**src/rtl/game_pace_ctrl_pkg.sv**
```systemverilog
// Shared game definitions: state encodings, playfield length and the ground
// scroll arithmetic, also used by the ground renderer.
package game_defs;

  typedef enum logic [1:0] {
    ST_IDLE = 2'd0,
    ST_RUN  = 2'd1,
    ST_OVER = 2'd2
  } state_t;

  localparam int GROUND_LEN_DEF = 160;
  localparam int SPEED_MAX_DEF  = 8;

  // pos+spd < 2*len, so one conditional subtract is enough for the wrap
  function automatic logic [7:0] wrap_add(input logic [7:0] pos,
                                          input logic [3:0] spd,
                                          input logic [8:0] len);
    logic [8:0] sum;
    logic [8:0] res;
    sum = {1'b0, pos} + {5'd0, spd};
    res = (sum >= len) ? (sum - len) : sum;
    return res[7:0];
  endfunction

endpackage

```
**src/rtl/game_pace_ctrl_if.sv**
```systemverilog
// Pacing controller bus: frame/key/collision inputs and the shared scroll state.
interface game_pace_if;
  logic        fresh;
  logic        start;
  logic        collision;
  logic        game_status;
  logic        game_over;
  logic [7:0]  ground_position;
  logic [3:0]  speed;
  logic [15:0] score;

  modport master (
    output fresh, start, collision,
    input  game_status, game_over, ground_position, speed, score
  );

  modport slave (
    input  fresh, start, collision,
    output game_status, game_over, ground_position, speed, score
  );
endinterface

```
**src/rtl/game_pace_ctrl_bcd_counter4.sv**
```systemverilog
// 4-digit BCD incrementer with synchronous clear, enable and saturation at 9999.
module bcd_counter4 (
  input  logic        clk,
  input  logic        rst_n,
  input  logic        i_clr,
  input  logic        i_en,
  output logic [15:0] o_count
);

  logic [15:0] r_cnt;
  logic [15:0] w_nxt;
  logic        w_sat;

  assign w_sat = (r_cnt == 16'h9999);

  always_comb begin
    logic carry;
    w_nxt = r_cnt;
    carry = 1'b1;
    for (int i = 0; i < 4; i++) begin
      if (carry) begin
        if (r_cnt[i*4 +: 4] == 4'd9) begin
          w_nxt[i*4 +: 4] = 4'd0;
        end else begin
          w_nxt[i*4 +: 4] = r_cnt[i*4 +: 4] + 4'd1;
          carry = 1'b0;
        end
      end
    end
  end

  always_ff @(posedge clk or negedge rst_n) begin
    if (!rst_n)                r_cnt <= 16'h0000;
    else if (i_clr)            r_cnt <= 16'h0000;
    else if (i_en && !w_sat)   r_cnt <= w_nxt;
  end

  assign o_count = r_cnt;

endmodule

```
**src/rtl/game_pace_ctrl.sv**
```systemverilog
// Game state machine and per-frame sequencer for scroll position, speed ramp
// and score; frame ticks are falling edges of fresh.
module game_pace_ctrl
  import game_defs::*;
#(
  parameter int GROUND_LEN   = GROUND_LEN_DEF,
  parameter int SPEED_INIT   = 1,
  parameter int SPEED_MAX    = SPEED_MAX_DEF,
  parameter int RAMP_FRAMES  = 600,
  parameter int SCORE_FRAMES = 6,
  parameter int OVER_HOLD    = 60
) (
  input  logic       clk,
  input  logic       N_rst,
  game_pace_if.slave bus
);

  localparam int RW = (RAMP_FRAMES  > 1) ? $clog2(RAMP_FRAMES)  : 1;
  localparam int SW = (SCORE_FRAMES > 1) ? $clog2(SCORE_FRAMES) : 1;
  localparam int HW = $clog2(OVER_HOLD + 1);

  localparam logic [3:0]    SPD_INIT = 4'(SPEED_INIT);
  localparam logic [3:0]    SPD_MAX  = 4'(SPEED_MAX);
  localparam logic [8:0]    GLEN     = 9'(GROUND_LEN);
  localparam logic [RW-1:0] RAMP_END = RW'(RAMP_FRAMES - 1);
  localparam logic [SW-1:0] SC_END   = SW'(SCORE_FRAMES - 1);
  localparam logic [HW-1:0] HOLD_END = HW'(OVER_HOLD);

  state_t        r_state, w_state_nxt;
  logic          r_fresh_d;
  logic          r_start_d;
  logic [7:0]    r_pos;
  logic [3:0]    r_speed;
  logic [RW-1:0] r_ramp;
  logic [SW-1:0] r_sc;
  logic [HW-1:0] r_hold;

  logic w_tick, w_start_pulse, w_hold_done;
  logic w_load, w_adv, w_hold_clr, w_hold_inc;
  logic w_status, w_over;
  logic w_ramp_wrap, w_sc_wrap;

  assign w_tick        = r_fresh_d & ~bus.fresh;
  assign w_start_pulse = bus.start & ~r_start_d;
  assign w_hold_done   = (r_hold == HOLD_END);
  assign w_ramp_wrap   = (r_ramp == RAMP_END);
  assign w_sc_wrap     = (r_sc == SC_END);

  always_ff @(posedge clk or negedge N_rst) begin
    if (!N_rst) begin
      r_state   <= ST_IDLE;
      r_fresh_d <= 1'b1;
      r_start_d <= 1'b0;
    end else begin
      r_state   <= w_state_nxt;
      r_fresh_d <= bus.fresh;
      r_start_d <= bus.start;
    end
  end

  // Collision is checked before tick so an overlapping frame never advances.
  always_comb begin
    w_state_nxt = r_state;
    w_load      = 1'b0;
    w_adv       = 1'b0;
    w_hold_clr  = 1'b0;
    w_hold_inc  = 1'b0;
    w_status    = 1'b0;
    w_over      = 1'b0;
    case (r_state)
      ST_IDLE: begin
        if (w_start_pulse) begin
          w_state_nxt = ST_RUN;
          w_load      = 1'b1;
        end
      end
      ST_RUN: begin
        w_status = 1'b1;
        if (bus.collision) begin
          w_state_nxt = ST_OVER;
          w_hold_clr  = 1'b1;
        end else if (w_tick) begin
          w_adv = 1'b1;
        end
      end
      ST_OVER: begin
        w_over = 1'b1;
        if (w_hold_done && w_start_pulse) begin
          w_state_nxt = ST_RUN;
          w_load      = 1'b1;
        end else if (w_tick && !w_hold_done) begin
          w_hold_inc = 1'b1;
        end
      end
      default: w_state_nxt = ST_IDLE;
    endcase
  end

  always_ff @(posedge clk or negedge N_rst) begin
    if (!N_rst) begin
      r_pos   <= 8'd0;
      r_speed <= SPD_INIT;
      r_ramp  <= '0;
      r_sc    <= '0;
    end else if (w_load) begin
      r_pos   <= 8'd0;
      r_speed <= SPD_INIT;
      r_ramp  <= '0;
      r_sc    <= '0;
    end else if (w_adv) begin
      r_pos <= wrap_add(r_pos, r_speed, GLEN);
      if (w_ramp_wrap) begin
        r_ramp <= '0;
        if (r_speed < SPD_MAX) r_speed <= r_speed + 4'd1;
      end else begin
        r_ramp <= r_ramp + 1'b1;
      end
      r_sc <= w_sc_wrap ? '0 : r_sc + 1'b1;
    end
  end

  always_ff @(posedge clk or negedge N_rst) begin
    if (!N_rst)          r_hold <= '0;
    else if (w_hold_clr) r_hold <= '0;
    else if (w_hold_inc) r_hold <= r_hold + 1'b1;
  end

  bcd_counter4 u_score (
    .clk     (clk),
    .rst_n   (N_rst),
    .i_clr   (w_load),
    .i_en    (w_adv & w_sc_wrap),
    .o_count (bus.score)
  );

  assign bus.game_status     = w_status;
  assign bus.game_over       = w_over;
  assign bus.ground_position = r_pos;
  assign bus.speed           = r_speed;

endmodule

```
**src/flat_wrapper.sv**
```systemverilog
// flat-port wrapper written by rule: the top's interface ports become plain ports
module game_pace_ctrl_flat import game_defs::*;
#(
  parameter int GROUND_LEN   = GROUND_LEN_DEF,
  parameter int SPEED_INIT   = 1,
  parameter int SPEED_MAX    = SPEED_MAX_DEF,
  parameter int RAMP_FRAMES  = 600,
  parameter int SCORE_FRAMES = 6,
  parameter int OVER_HOLD    = 60
)
  (clk, N_rst, bus_fresh, bus_start, bus_collision, bus_game_status, bus_game_over, bus_ground_position, bus_speed, bus_score);
  game_pace_if bus_i ();
  input  logic clk;
  input  logic N_rst;
  input wire logic [$bits(bus_i.fresh)-1:0] bus_fresh;
  input wire logic [$bits(bus_i.start)-1:0] bus_start;
  input wire logic [$bits(bus_i.collision)-1:0] bus_collision;
  output wire logic [$bits(bus_i.game_status)-1:0] bus_game_status;
  output wire logic [$bits(bus_i.game_over)-1:0] bus_game_over;
  output wire logic [$bits(bus_i.ground_position)-1:0] bus_ground_position;
  output wire logic [$bits(bus_i.speed)-1:0] bus_speed;
  output wire logic [$bits(bus_i.score)-1:0] bus_score;
  assign bus_i.fresh = bus_fresh;
  assign bus_i.start = bus_start;
  assign bus_i.collision = bus_collision;
  assign bus_game_status = bus_i.game_status;
  assign bus_game_over = bus_i.game_over;
  assign bus_ground_position = bus_i.ground_position;
  assign bus_speed = bus_i.speed;
  assign bus_score = bus_i.score;
  game_pace_ctrl #(.GROUND_LEN(GROUND_LEN), .SPEED_INIT(SPEED_INIT), .SPEED_MAX(SPEED_MAX), .RAMP_FRAMES(RAMP_FRAMES), .SCORE_FRAMES(SCORE_FRAMES), .OVER_HOLD(OVER_HOLD)) u_core (.clk(clk), .N_rst(N_rst), .bus(bus_i));
endmodule
```
**config.mk**
```make
export PLATFORM = sky130hd
export DESIGN_NAME = game_pace_ctrl_flat
export DESIGN_NICKNAME = d
export VERILOG_FILES = /design/src/rtl/game_pace_ctrl_pkg.sv /design/src/rtl/game_pace_ctrl_if.sv /design/src/rtl/game_pace_ctrl_bcd_counter4.sv /design/src/rtl/game_pace_ctrl.sv /design/src/flat_wrapper.sv
export SDC_FILE = /design/constraint.sdc
export NUM_CORES = 1
export LEC_CHECK = 0
export BUFFER_PORTS_ARGS = -buffer_cell sky130_fd_sc_hd__buf_2
export CAP_MARGIN = 0
export CORE_ASPECT_RATIO = 0.7
export CORE_UTILIZATION = 45
export CTS_CLUSTER_SIZE = 24
export DETAILED_ROUTE_END_ITERATION = 10
export PLACE_DENSITY = 0.67
export RECOVER_POWER = 50
export SKIP_CTS_REPAIR_TIMING = 1
export SYNTH_ARGS = -nofsm -noshare
export SYNTH_HDL_FRONTEND = slang
export SYNTH_SLANG_ARGS = --single-unit
```
**constraint.sdc**
```tcl
create_clock -name clk -period 2.2 [get_ports clk]
set_clock_uncertainty 0.2 [all_clocks]
set_input_delay 0.33 -clock clk [delete_from_list [all_inputs] [get_ports clk]]
set_output_delay 0.33 -clock clk [all_outputs]
set_load 0.02 [all_outputs]
```
# Word level (Yosys, flattened, before mapping)
# Index checks and enable logic that the tools add are counted.
[op_classes]
add_sub_neg = 10
n_mux = 46
n_reduce_logical = 19
n_eq_ne = 13
n_lt_le_gt_ge = 2
bitwise_logic = 5
[op_table]
columns = ["op", "n"]
rows = [
  ["2-to-1 mux 4 bit", 11],
  ["2-to-1 mux 16 bit", 2],
  ["2-to-1 mux 10 bit", 3],
  ["2-to-1 mux 8 bit", 3],
  ["adder 4 x 1 -> 4 bit (second input constant)", 5],
  ["2-to-1 mux 1 bit", 17],
  ["equality test 16 bit (second input constant)", 1],
  ["equality test 4 bit (second input constant)", 4],
  ["nonzero test 2 bit", 8],
  ["2-to-1 mux 6 bit", 2],
  ["adder 10 x 1 -> 10 bit (second input constant)", 1],
  ["equality test 10 bit (second input constant)", 1],
  ["adder 8 x 4 -> 9 bit", 1],
  [">= comparator 9 x 8 -> 1 bit (second input constant)", 1],
  ["2-to-1 mux 3 bit", 3],
  ["subtractor 8 bit (second input constant)", 1],
  ["adder 6 x 1 -> 6 bit (second input constant)", 1],
  ["equality test 6 bit (second input constant)", 1],
  ["2-to-1 mux 2 bit", 3],
  ["case mux 2 bit (3 select lines)", 1],
  ["AND reduction 2 bit", 3],
  ["AND reduction 3 bit", 2],
  ["less-than comparator 4 bit (second input constant)", 1],
  ["inequality test 2 x 1 -> 1 bit (second input constant)", 2],
  ["11 further kinds", 17],
]
[word_totals]
input_bits = 5
elab_cells = 107
ff_bits = 51
output_inout_bits = 30

# Longest topological paths before layout
[depth]
depth_word = 9
ltp_mapped = 8
depth_no_buf = 7

# By module
# A second synthesis with hierarchy kept.
[unflattened]
cells_unflattened = 294
area_unflattened_um2 = 2870.3
[modules_own_cells]
columns = ["module", "seq_area_each_um2", "area_each_um2", "cells_per_inst", "n_inst"]
rows = [
  ["game_pace_ctrl", 878.3, 1900.6, 190, 1],
  ["bcd_counter4", 400.4, 969.7, 104, 1],
]

# Least setup slack after synthesis
# OpenSTA, ideal clock, no wires.
[synth_path]
path_type = "register to register"
from = "register u_core.r_pos[0], in the netlist u_core.bus.ground_position[0]"
to = "register u_core.r_pos[6], in the netlist u_core.bus.ground_position[6]"
required_ns = 1.880
n_path_buf = 0
synth_period_minus_slack_ns = 2.451
t_arrival_ns = 2.131
setup_slack_ns = -0.251
setup_time_ns = 0.120
stages_incl_launch_ff = 8
cell_sequence = "dfrtp_1 ha_1 fa_1 a21o_1 a21oi_1 nor3_1 or2_2 a31o_2"
[synth_via]
elab_chain_cells = 5
elab_cells_between_ends = 6
cone_classes = "add/sub: 2; order compare: 1; mux: 3"
[synth_rtl]
columns = ["item", "line_no", "text"]
rows = [
  ["start: declaration", "game_pace_ctrl.sv:32", "logic [7:0] r_pos;"],
  ["start signal: assignment", "game_pace_ctrl.sv:111", "r_pos <= wrap_add(r_pos, r_speed, GLEN);"],
  ["adder 8 x 4 -> 9 bit *", "game_pace_ctrl_pkg.sv:20", "sum = {1'b0, pos} + {5'd0, spd};"],
  ["subtractor 8 bit or >= comparator 9 x 8 -> 1 bit (tied branches)", "game_pace_ctrl_pkg.sv:21", "res = (sum >= len) ? (sum - len) : sum;"],
  ["2-to-1 mux 8 bit *", "game_pace_ctrl_pkg.sv:21", ""],
  ["2-to-1 mux 8 bit *", "game_pace_ctrl.sv:110", "end else if (w_adv) begin"],
  ["2-to-1 mux 8 bit *", "game_pace_ctrl.sv:105", "end else if (w_load) begin"],
]
# Mark *: on every way between the ends. The rest lies on a longest branch, timed or not. The select of a mux whose other input is x is not followed.
# A chain may end at the register's enable or synchronous reset.

# Worst setup path after layout
# Ends and elaborated chain as after synthesis.

==> reports/metrics.csv <==
stage,metric,value,unit
outcome,status,"finished, final reports clean",
place,Port Buffers,34,
final_layout,Sequential Area,1280,sq um
detailed_routing,Via Count,2494,
timing,Max Fclk,457,MHz
floorplan,chip width,97.4,um
grt,global-route wire length before repair,10700,um
detailed_routing,DR DRC count,0,
clocking,total CTS buffers,5,
clocking,root buffer cell,clkbuf_8,
yosys,"Seq/Total Area, Yosys",0.446,
worst_setup_path,Crit path required time,2.21,ns
place,Placed Instances,434,
grt,GR Overflow Total,0,
clocking,CTS H-Tree Depth,2,
detailed_routing,Vias/cell,5.54,
detailed_routing,routed length per instance,14.6,um
floorplan,I/O pins,35,
detailed_routing,first-iteration detailed-routing DRC count,121,
final_layout,area of the multi-input gates,1620,sq um
worst_setup_path,max incr delay on CP,0.44,ns
power,Tot Pwr,0.00211,W
final_layout,non-filler instance count after layout,450,
place,HPWL after DPL,4750,um
power,Pwr per Cell Area,583,nW/um^2
timing,Setup Viol. Count Final,0,
yosys,"Async S/R FF share, synth",1.00,
worst_hold_path,worst min-delay path category,in2reg,
grt,initial antenna violation count,0,
yosys,Syn Nets,322,
floorplan,Core Box Area,5930,sq um
worst_setup_path,Critical Path End Type,flip-flop,
worst_setup_path,Reg2Reg Setup Slack,0.01,ns
yosys,Cell variety after synth,52,
detailed_routing,ANT nets after route,0,
worst_setup_path,CP arrival,2.19,ns
clocking,CTS tree,done,
clocking,TritonCTS Sinks,51,
floorplan,initial cell density of the core,0.484,
detailed_routing,drt pass-1 iters,4,
worst_setup_path,critical path class,reg2reg,
final_layout,most frequent cells in the layout,"dfrtp_1 (45), buf_4 (37), nor2_1 (28), buf_2 (25)",
floorplan,Die Area,6700,sq um
floorplan,floorplan row count,23,
timing,Slew @ Worst Pin,1.14,ns
yosys,Post-synth EDFFs,0,
worst_setup_path,Startpoint Class,flip-flop,
power,P_leak,1.66,nW
place,Routability Congestion,0.856,
final_layout,fillcell total,516,
yosys,Synth Flop Type,dfrtp_1,
timing,period utilization,0.995,
clocking,"Reg clk slew, reported paths",0.10,ns
detailed_routing,Post-Route WL,6570,um
timing,Tmin final,2.19,ns
yosys,Yosys reg bits,51,
yosys,yosys warns,0,
final_layout,Layout area overhead,26.2,%
grt,vias in the first global route,2299,
power,Max IR drop VDD,0.383,mV
flow_run,max cap viols,0,
yosys,Syn Inst Count,300,
worst_setup_path,Crit-path slowest cell,dfrtp_2,
final_layout,layout cells sized above 1,0.288,
timing,hold violation count in the final report,0,
clocking,Skew-Pair Late Insertion Delay,0.30,ns
grt,largest net degree at the start of global routing,52,
grt,Total Routing Usage GR,0.200,
floorplan,Die Y,68.8,um
yosys,Synth Cell Area,2870,sq um
worst_setup_path,crit path cell chain,ha_4 > fa_2 > a21o_1 > a21oi_4 > nor3_2 > or2_4 > a31o_2,
clocking,Longest Clk Path Bufs,2,
timing,Hold WS,0.312,ns
timing,count of pins over their slew limit,0,
final_layout,"most common cell after layout, fill and taps aside",dfrtp_1,
timing,unrepaired setup endpoints after global routing,true,
yosys,average size of a mapped cell,9.56,sq um
final_layout,n_diodes,0,
worst_setup_path,Crit path max-delay family,compound AO/OA/AOI/OAI gates,
worst_setup_path,CP bufs+invs,0,
timing,relative slew slack,0.238,
worst_setup_path,"Max FO, Critical Path",5,
final_layout,final net count,396,
state kept, by name (all words and copies together), names as in the netlist:
name,cells
u_core.bus.ground_position,8
u_core.r_start_d,1
u_core.r_state,2
u_core.r_hold,6
u_core.r_ramp,10
u_core.bus.speed,4
u_core.r_fresh_d,1
u_core.r_sc,3
u_core.u_score.o_count,16
report_power, final:
group / internal, W / leakage, nW / switching, W
clock: 0.000339 / 0.0581 / 0.000327
sequential: 0.00100 / 0.692 / 0.0000667
combinational: 0.000158 / 0.914 / 0.000221
cell type report:
| type | count | area share |
|---|---|---|
| timing repair buffer | 75 | 0.130 |
| clock buffer | 5 | 0.0190 |
| tap | 75 | 0.0259 |
| inverter | 10 | 0.0104 |
| sequential | 51 | 0.355 |
| multi-input combinational | 231 | 0.448 |
| clock inverter | 3 | 0.0121 |
per-stage QoR:
step / setup WS (ns) / cell area (sq um) / TNS [ns] / util
6_report: 0.0120 / 3620 / 0 / 0.611
5_1_grt: -0.0498 / 3620 / -0.123 / 0.611
3_5_place_dp: -0.0823 / 3390 / -0.123 / 0.572
2_1_floorplan: -0.0306 / 2900 / -0.0306 / -
4_1_cts: -0.0807 / 3500 / -0.164 / 0.591
3_3_place_gp: 0.0130 / 3390 / 0 / 0.572
final timing paths:
path	startpoint	cells after the start	to
max	u_core.bus.ground_position[0]	7	u_core.bus.ground_position[6]
min	bus_collision	3	u_core.r_hold[5]
max reg2reg	u_core.bus.ground_position[0]	7	u_core.bus.ground_position[6]
min reg2reg	u_core.r_ramp[0]	1	u_core.r_ramp[0]
max in group asynchronous	N_rst	3	u_core.bus.speed[1]
min in group asynchronous	N_rst	3	u_core.u_score.o_count[3]
tightest hold or removal path, stage by stage:
cell	delay [ns]
buf_2	0.11
and2_1	0.27
nor2_1	0.08
synthesized netlist by cell type (2+ instances only):
| cell type | n | area, sq um |
|---|---|---|
| or2_2 | 4 | 25.0 |
| or3_1 | 4 | 25.0 |
| a22o_1 | 3 | 26.3 |
| nor3_1 | 5 | 25.0 |
| o211ai_1 | 2 | 15.0 |
| clkbuf_1 | 7 | 26.3 |
| a41oi_1 | 2 | 17.5 |
| nand3b_1 | 4 | 30.0 |
| o21a_1 | 3 | 22.5 |
| nand4_1 | 7 | 43.8 |
| a21oi_1 | 14 | 70.1 |
| nor4_1 | 5 | 31.3 |
| a21o_1 | 2 | 15.0 |
| and3_1 | 7 | 43.8 |
| mux2i_1 | 6 | 60.1 |
| nor2_1 | 28 | 105 |
| nor2b_1 | 5 | 31.3 |
| inv_1 | 10 | 37.5 |
| ha_1 | 16 | 200 |
| nand2_1 | 26 | 97.6 |
| xnor2_1 | 8 | 70.1 |
| dfrtp_1 | 49 | 1230 |
| and3b_1 | 3 | 26.3 |
| dfstp_2 | 2 | 52.6 |
| or4_1 | 2 | 15.0 |
| nor3_2 | 2 | 20.0 |
| and2_1 | 3 | 18.8 |
| o21ai_0 | 25 | 125 |
| nand2b_1 | 3 | 18.8 |
| xor2_1 | 7 | 61.3 |
| nand3_1 | 15 | 75.1 |
logic make-up after synthesis:
group	synth area share
xor+xnor	0.0458
mux	0.0209
simple gates	0.252
flops	0.446
buf+inv	0.0240
compound gates	0.135
fa+ha+maj	0.0768
layer usage:
metal / wire length, um / track usage
met1: 3390 / 0.299
met2: 2820 / 0.305
met3: 325 / 0.0423
met4: 34 / 0.0313
met5: 0 / 0
Note: power is estimated with default switching activity, not from simulation.
